`config.mk`:
```
export PLATFORM = sky130hd
export DESIGN_NAME = vga_scan_gen_flat
export DESIGN_NICKNAME = d
export VERILOG_FILES = /design/src/rtl/vga_scan_if.sv /design/src/rtl/vga_scan_gen.sv /design/src/flat_wrapper.sv
export SDC_FILE = /design/constraint.sdc
export NUM_CORES = 1
export LEC_CHECK = 0
export ABC_AREA = 1
export CAP_MARGIN = 40
export CORE_MARGIN = 2
export CORE_UTILIZATION = 45
export CTS_CLUSTER_SIZE = 12
export DETAILED_ROUTE_END_ITERATION = 10
export PLACE_DENSITY = 0.75
export SYNTH_ARGS = -nofsm -noshare
export SYNTH_HDL_FRONTEND = slang
export SYNTH_SLANG_ARGS = --single-unit
```
`constraint.sdc`:
```
create_clock -name clk -period 2.1 [get_ports clk]
set_input_delay 0.525 -clock clk [delete_from_list [all_inputs] [get_ports clk]]
set_output_delay 0.525 -clock clk [all_outputs]
set_load 0.02 [all_outputs]
```
`src/rtl/vga_scan_if.sv`:
```
// Raster-scan output bundle: pixel coordinate, sync, active-video qualifier
// and the per-pixel / per-frame strobes.
// The generator drives the bundle through the master modport. Consumers read it
// through the slave modport.
// There is no handshake on this bundle. Every signal is valid on every clock,
// and consumers sample it on the same clock edge that advances the scan.
interface vga_scan_if;
  logic [9:0] curr_x;
  logic [8:0] curr_y;
  logic       video_on;
  logic       hsync;
  logic       vsync;
  logic       pix_tick;
  logic       frame_tick;
  logic [7:0] frame_count;

  modport master (
    output curr_x, curr_y, video_on, hsync, vsync, pix_tick, frame_tick, frame_count
  );

  modport slave (
    input curr_x, curr_y, video_on, hsync, vsync, pix_tick, frame_tick, frame_count
  );
endinterface

```
`src/rtl/vga_scan_gen.sv`:
```
// Raster scan generator for the VGA display path.
// A clock divider produces the pixel strobe. The horizontal and vertical
// counters walk the full raster, including the blanking intervals.
// All outputs are decoded combinationally from the counter registers, so no
// output lags the counters.
module vga_scan_gen #(
  parameter int CLK_DIV  = 2,
  parameter int H_ACTIVE = 640,
  parameter int H_FP     = 16,
  parameter int H_SYNC   = 96,
  parameter int H_BP     = 48,
  parameter int V_ACTIVE = 480,
  parameter int V_FP     = 10,
  parameter int V_SYNC   = 2,
  parameter int V_BP     = 33
) (
  input  logic       clk,
  input  logic       rst_n,
  vga_scan_if.master vga
);

  // A one-bit divider is kept when CLK_DIV = 1. It then never leaves 0,
  // which holds pix_tick high.
  localparam int DIV_W = (CLK_DIV > 1) ? $clog2(CLK_DIV) : 1;
  localparam logic [DIV_W-1:0] DIV_MAX = DIV_W'(CLK_DIV - 1);

  localparam logic [9:0] H_LAST     = 10'(H_ACTIVE + H_FP + H_SYNC + H_BP - 1);
  localparam logic [9:0] V_LAST     = 10'(V_ACTIVE + V_FP + V_SYNC + V_BP - 1);
  localparam logic [9:0] H_ACT      = 10'(H_ACTIVE);
  localparam logic [9:0] V_ACT      = 10'(V_ACTIVE);
  localparam logic [9:0] V_ACT_LAST = 10'(V_ACTIVE - 1);
  localparam logic [9:0] HS_START   = 10'(H_ACTIVE + H_FP);
  localparam logic [9:0] HS_END     = 10'(H_ACTIVE + H_FP + H_SYNC);
  localparam logic [9:0] VS_START   = 10'(V_ACTIVE + V_FP);
  localparam logic [9:0] VS_END     = 10'(V_ACTIVE + V_FP + V_SYNC);

  logic [DIV_W-1:0] div;
  logic [9:0]       h_cnt;
  logic [9:0]       v_cnt;
  logic [7:0]       frame_cnt;
  logic             pix_tick;
  logic             video_on;
  logic             h_wrap;
  logic             v_wrap;

  assign pix_tick = (div == DIV_MAX);
  assign h_wrap   = (h_cnt == H_LAST);
  assign v_wrap   = (v_cnt == V_LAST);
  assign video_on = (h_cnt < H_ACT) && (v_cnt < V_ACT);

  // Divider: one pixel every CLK_DIV system clocks.
  always_ff @(posedge clk or negedge rst_n) begin
    if (!rst_n) begin
      div <= '0;
    end else if (pix_tick) begin
      div <= '0;
    end else begin
      div <= div + 1'b1;
    end
  end

  // Raster counters step once per pixel strobe. Both wrap together at the
  // bottom-right corner of the raster.
  always_ff @(posedge clk or negedge rst_n) begin
    if (!rst_n) begin
      h_cnt <= '0;
      v_cnt <= '0;
    end else if (pix_tick) begin
      if (h_wrap) begin
        h_cnt <= '0;
        v_cnt <= v_wrap ? 10'd0 : v_cnt + 10'd1;
      end else begin
        h_cnt <= h_cnt + 10'd1;
      end
    end
  end

  // Completed-frame counter: bumps when the last active line finishes.
  always_ff @(posedge clk or negedge rst_n) begin
    if (!rst_n) begin
      frame_cnt <= '0;
    end else if (pix_tick && h_wrap && (v_cnt == V_ACT_LAST)) begin
      frame_cnt <= frame_cnt + 8'd1;
    end
  end

  assign vga.pix_tick    = pix_tick;
  assign vga.video_on    = video_on;
  assign vga.curr_x      = video_on ? h_cnt : 10'd0;
  assign vga.curr_y      = video_on ? v_cnt[8:0] : 9'd0;
  assign vga.hsync       = !((h_cnt >= HS_START) && (h_cnt < HS_END));
  assign vga.vsync       = !((v_cnt >= VS_START) && (v_cnt < VS_END));
  // Qualified by div == 0 so that the pulse lasts one clock, not one pixel.
  assign vga.frame_tick  = (h_cnt == 10'd0) && (v_cnt == V_ACT) && (div == '0);
  assign vga.frame_count = frame_cnt;

endmodule
```
`src/flat_wrapper.sv`:
```
// flat-port wrapper written by rule: the top's interface ports become plain ports
module vga_scan_gen_flat 
#(
  parameter int CLK_DIV  = 2,
  parameter int H_ACTIVE = 640,
  parameter int H_FP     = 16,
  parameter int H_SYNC   = 96,
  parameter int H_BP     = 48,
  parameter int V_ACTIVE = 480,
  parameter int V_FP     = 10,
  parameter int V_SYNC   = 2,
  parameter int V_BP     = 33
)
  (clk, rst_n, vga_curr_x, vga_curr_y, vga_video_on, vga_hsync, vga_vsync, vga_pix_tick, vga_frame_tick, vga_frame_count);
  vga_scan_if vga_i ();
  input  logic clk;
  input  logic rst_n;
  output wire logic [$bits(vga_i.curr_x)-1:0] vga_curr_x;
  output wire logic [$bits(vga_i.curr_y)-1:0] vga_curr_y;
  output wire logic [$bits(vga_i.video_on)-1:0] vga_video_on;
  output wire logic [$bits(vga_i.hsync)-1:0] vga_hsync;
  output wire logic [$bits(vga_i.vsync)-1:0] vga_vsync;
  output wire logic [$bits(vga_i.pix_tick)-1:0] vga_pix_tick;
  output wire logic [$bits(vga_i.frame_tick)-1:0] vga_frame_tick;
  output wire logic [$bits(vga_i.frame_count)-1:0] vga_frame_count;
  assign vga_curr_x = vga_i.curr_x;
  assign vga_curr_y = vga_i.curr_y;
  assign vga_video_on = vga_i.video_on;
  assign vga_hsync = vga_i.hsync;
  assign vga_vsync = vga_i.vsync;
  assign vga_pix_tick = vga_i.pix_tick;
  assign vga_frame_tick = vga_i.frame_tick;
  assign vga_frame_count = vga_i.frame_count;
  vga_scan_gen #(.CLK_DIV(CLK_DIV), .H_ACTIVE(H_ACTIVE), .H_FP(H_FP), .H_SYNC(H_SYNC), .H_BP(H_BP), .V_ACTIVE(V_ACTIVE), .V_FP(V_FP), .V_SYNC(V_SYNC), .V_BP(V_BP)) u_core (.clk(clk), .rst_n(rst_n), .vga(vga_i));
endmodule
```
### Yosys cells after proc, flatten, opt, wreduce, memory -nomap -nowiden

Cells that the tools add are included.

* register bits: 29
* bits in latches: 0
* RAM bits: 0
* ROM bits: 0
* bits of input ports: 2
* output and inout bits: 32
* logic and storage cells: 35
* memories kept: 0

* add/subtract/negate cells: 4
* multiply operators: 0
* divide/modulo/power cells: 0
* $lt $le $gt $ge: 6
* equality and inequality tests: 4
* shift operators: 0
* multiplexer cells: 5
* bitwise gates (word level): 1
* reductions and logical operators: 11

Operator list (number)
* two-way mux 10 bit: 3
* adder 10 x 1 -> 10 bit (second input constant): 2
* == test 10 bit (second input constant): 2
* == test 10 x 9 -> 1 bit (second input constant): 2
* less-than comparator 10 bit (second input constant): 2
* less-than comparator 10 x 9 -> 1 bit (second input constant): 2
* greater-or-equal comparator 10 bit (second input constant): 1
* greater-or-equal comparator 10 x 9 -> 1 bit (second input constant): 1
* logical NOT 10 bit: 1
* two-way mux 9 bit: 1
* adder 8 x 1 -> 8 bit (second input constant): 1
* logical AND 1 bit: 7
* logical NOT 1 bit: 2
* AND reduction 2 bit: 1
* adder 1 bit (second input constant): 1
* two-way mux 1 bit: 1
* inverter 1 bit: 1

### Depth between registers and ports, before layout

* depth after elaboration: 3
* depth in mapped cells: 10

### Worst setup path before layout

Ideal clock, no wire load.

* path type: reg-to-output
* start point: register u_core.v_cnt[5]
* end point: output port vga_curr_x[0]
* arrival time: 1369 ps
* required time: 1575 ps
* setup slack: 206 ps
* stages on the path, launching flop included: 10
* cells stage by stage: dfrtp_1 -> buf_4 -> nand2_1 -> inv_1 -> nand3_1 -> inv_1 -> nand2_1 -> nand2_2 -> buf_4 -> nor2_1

* cells in the longest elaborated chain, start to end: 3

RTL lines
* start: declaration: RTL line vga_scan_gen.sv:39 `logic [9:0] v_cnt;`
* start signal: assignment: RTL line vga_scan_gen.sv:71 `v_cnt <= v_wrap ? 10'd0 : v_cnt + 10'd1;`
* less-than comparator 10 x 9 -> 1 bit: RTL line vga_scan_gen.sv:49 `assign video_on = (h_cnt < H_ACT) && (v_cnt < V_ACT);`
* logical AND 1 bit: RTL line vga_scan_gen.sv:49
* two-way mux 10 bit: RTL line vga_scan_gen.sv:89 `assign vga.curr_x = video_on ? h_cnt : 10'd0;`
* end: declaration: RTL line flat_wrapper.sv:18 `output wire logic [$bits(vga_i.curr_x)-1:0] vga_curr_x;`

Every way passes these cells.

### Worst setup path after layout

* start point: register u_core.h_cnt[9]
* end point: output port vga_frame_tick

* cells in the longest elaborated chain, start to end: 3

RTL lines
* start: declaration: RTL line vga_scan_gen.sv:38 `logic [9:0] h_cnt;`
* start signal: assignment: RTL line vga_scan_gen.sv:73 `h_cnt <= h_cnt + 10'd1;`
* logical NOT 10 bit: RTL line vga_scan_gen.sv:94 `assign vga.frame_tick = (h_cnt == 10'd0) && (v_cnt == V_ACT) && (div == '0);`
* logical AND 1 bit (2 in series): RTL line vga_scan_gen.sv:94
* end: declaration: RTL line flat_wrapper.sv:24 `output wire logic [$bits(vga_i.frame_tick)-1:0] vga_frame_tick;`

Every way passes these cells.

==> impl_metrics.tcl <==
set metrics [dict create \
    power_density_nw_per_um2 435 \
    fp.dieH_um 68.6 \
    maxCapViolations 0 \
    layout_common_cells "54 x buf_4, 52 x nand2_1, 33 x inv_1, 28 x dfrtp_1, 23 x nor2_1" \
    hpwl_um 3370 \
    seqCellArea_um2 727 \
    critical_path.most_common_cell "nand2_1" \
    cts_tree "yes" \
    setup_viol 0 \
    fmax_mhz 487 \
    first_iter_violations 67 \
    ir_drop_uv 366 \
    start_kind "flip-flop" \
    place_area_um2 2530 \
    finish.instance_area_um2 2700 \
    crit_buf_inv 3 \
    final_common_cell "buf_4" \
    synth_seq_area_share_pct 38.6 \
    max-slew-margin-rel_pct 72.5 \
    overflow 0 \
    dieArea_um2 4710 \
    critPathMaxFanout 2 \
    final.setup.tns_ns 0 \
    num_vias 1867 \
    drtPass1Iterations 4 \
    drive_above_1_share_pct 35.2 \
    synthFlopType "dfrtp_1" \
    crit_required_ns 1.57 \
    path_delay_family "simple AND/OR/NAND/NOR gates" \
    status "finished, final reports clean" \
    cts_root_buf "clkbuf_8" \
    ys_types 29 \
    layout.nets 333 \
    wl_per_cell_um 12.4 \
    antenna_found_initial 0 \
    hold_buffers 0 \
    grt_usage_pct 22.5 \
    worst_pin_slew_ns 0.410 \
    fin_skew_ns 0.00550 \
    drt-vias-per-instance 4.95 \
    grt_setup_unrepaired "true" \
    fin_crit_sh_pct 97.9 \
    cp_cell_sequence "inv_1 > buf_4 > nand2_1 > nor3_2 > nand2_1 > nor2_2 > buf_6" \
    synth_seq_cells 29 \
    postRouteAntennaNets 0 \
    syn-instance-count 249 \
    totalWireLength_um 4670 \
    synth_fp_nets 256 \
    numCtsBuffers 5 \
    async_reset_ff_share_pct 100 \
    fillers 337 \
    hold_viol 0 \
    ff2ff_setup_slack_ns 0.36 \
    finalCriticalPeriod_ns 2.05 \
    critPathMaxStageDelay_ns 0.41 \
    cts.sinks 29 \
    core_region_area_um2 4000 \
    grt_pass1_wl_um 7810 \
    grt_pass1_vias 1735 \
    synth_edf_count 0 \
    slew_viol_final 0 \
    ioPinCount 34 \
    arrival_ns 1.53 \
    clkTransAtPathRegs_ns 0.06 \
    hold_class "flip-flop to flip-flop" \
    syn_area_um2 1880 \
    rows 23 \
    die-width_um 68.6 \
    areaGrowthSynthToFinish_pct 43.9 \
    endpoint_kind "output port" \
    gp_congestion 0.860 \
    multi_input_area_um2 1040 \
    critPathKind "flip-flop to output port" \
    leakage_nw 1.49 \
    htree_levels 2 \
    drc 0 \
    yosysWarnings 0 \
    syn-mean-instance-area_um2 7.55 \
    start_util_pct 47.0 \
    insertion_delay_ns 0.29 \
    port_buffers 33 \
    antenna_cells 0 \
    grt_max_degree 30 \
    cts_max_path_buffers 2 \
    slowest_stage "dfrtp_1" \
]
## cell families (layout without fill, tap and decap cells)
| group | count (synthesis) | after routing | synth area share, % |
|---|---|---|---|
| compound gates | 23 | 23 | 6.33 |
| xor+xnor | 11 | 11 | 5.53 |
| fa+ha+maj | 5 | 5 | 3.33 |
| buf+inv | 43 | 121 | 10.3 |
| flops | 29 | 29 | 38.6 |
| simple gates | 138 | 138 | 35.9 |
## final cells by class
class | instances | area share (%)
clock buffer | 7 | 3.19
clock inverter | 1 | 1.11
inverter | 38 | 5.28
multi-input combinational | 177 | 38.6
sequential | 29 | 26.9
tap | 50 | 2.31
timing repair buffer | 75 | 22.6
## cells in the mapped netlist, types with 3 or more instances
master / count / area share, %
xor2_1: 10 / 4.7
inv_2: 4 / 0.80
nor2_1: 38 / 7.6
nor2_4: 4 / 2.4
a21oi_1: 8 / 2.1
nand2_1: 53 / 11
ha_1: 5 / 3.3
o21ai_0: 6 / 1.6
inv_1: 34 / 6.8
nand4_1: 4 / 1.3
nor2_2: 3 / 1.0
o21ai_1: 7 / 1.9
dfrtp_1: 29 / 39
nand2_2: 4 / 1.3
nand3_1: 17 / 4.5
nor3_1: 8 / 2.1
## timing repair
| action | 4_1_cts | 5_1_grt |
|---|---|---|
| gates resized for setup | 86 | 55 |
| setup endpoints to repair | 23 | 23 |
| buffers inserted | 0 | 1 |
## power by group
| part | leakage [nW] | total (mW) | internal, mW | switching [mW] |
|---|---|---|---|---|
| logic | 1.04 | 0.0137 | 0.00284 | 0.0108 |
| clock network | 0.0585 | 0.604 | 0.386 | 0.217 |
| registers | 0.389 | 0.559 | 0.559 | 0 |
## metal layers
metal	track usage (%)	vias up	wire (um)
met3	5.36	10	203
met2	36.1	50	2310
met5	0	-	0
met1	29.1	876	2040
met4	9.00	0	110
li1	-	931	-
## flip-flops by register name, indices dropped and copies added, names as in the netlist
signal,cells
u_core.vga.frame_count,8
u_core.h_cnt,10
u_core.v_cnt,10
u_core.vga.pix_tick,1
## stage by stage
stage	total power, mW	hold WS [ns]	setup slack (ns)	std cells	utilization (%)
after floorplan	0.569	0.229	0.206	249	-
after global placement	0.584	0.521	-0.107	368	63.2
after detailed placement	0.584	0.548	-0.209	368	63.2
after CTS	1.18	0.562	0.00973	376	64.1
after global routing	1.22	0.593	-0.0391	377	67.6
final	1.18	0.552	0.0451	377	67.6
## final timing paths
| kind | startpoint | end | depth (start not counted) |
|---|---|---|---|
| worst max-delay path | u_core.h_cnt[9]$_DFFE_PN0P_ | vga_frame_tick | 7 |
| worst min-delay path | u_core.vga.frame_count[7]$_DFFE_PN0P_ | u_core.vga.frame_count[7]$_DFFE_PN0P_ | 2 |
| worst max register to register | u_core.h_cnt[1]$_DFFE_PN0P_ | u_core.v_cnt[9]$_DFFE_PN0P_ | 9 |
| worst min register to register | u_core.vga.frame_count[7]$_DFFE_PN0P_ | u_core.vga.frame_count[7]$_DFFE_PN0P_ | 2 |
| max in group asynchronous | rst_n | u_core.h_cnt[8]$_DFFE_PN0P_ | 2 |
| min in group asynchronous | rst_n | u_core.v_cnt[6]$_DFFE_PN0P_ | 2 |
## tightest hold or removal path, cell delays in order, from the launching register on
cell and delay, ns:
dfrtp_1 0.38, o21ai_1 0.08, nand2_1 0.06
Power figures use the tool's default switching activity.
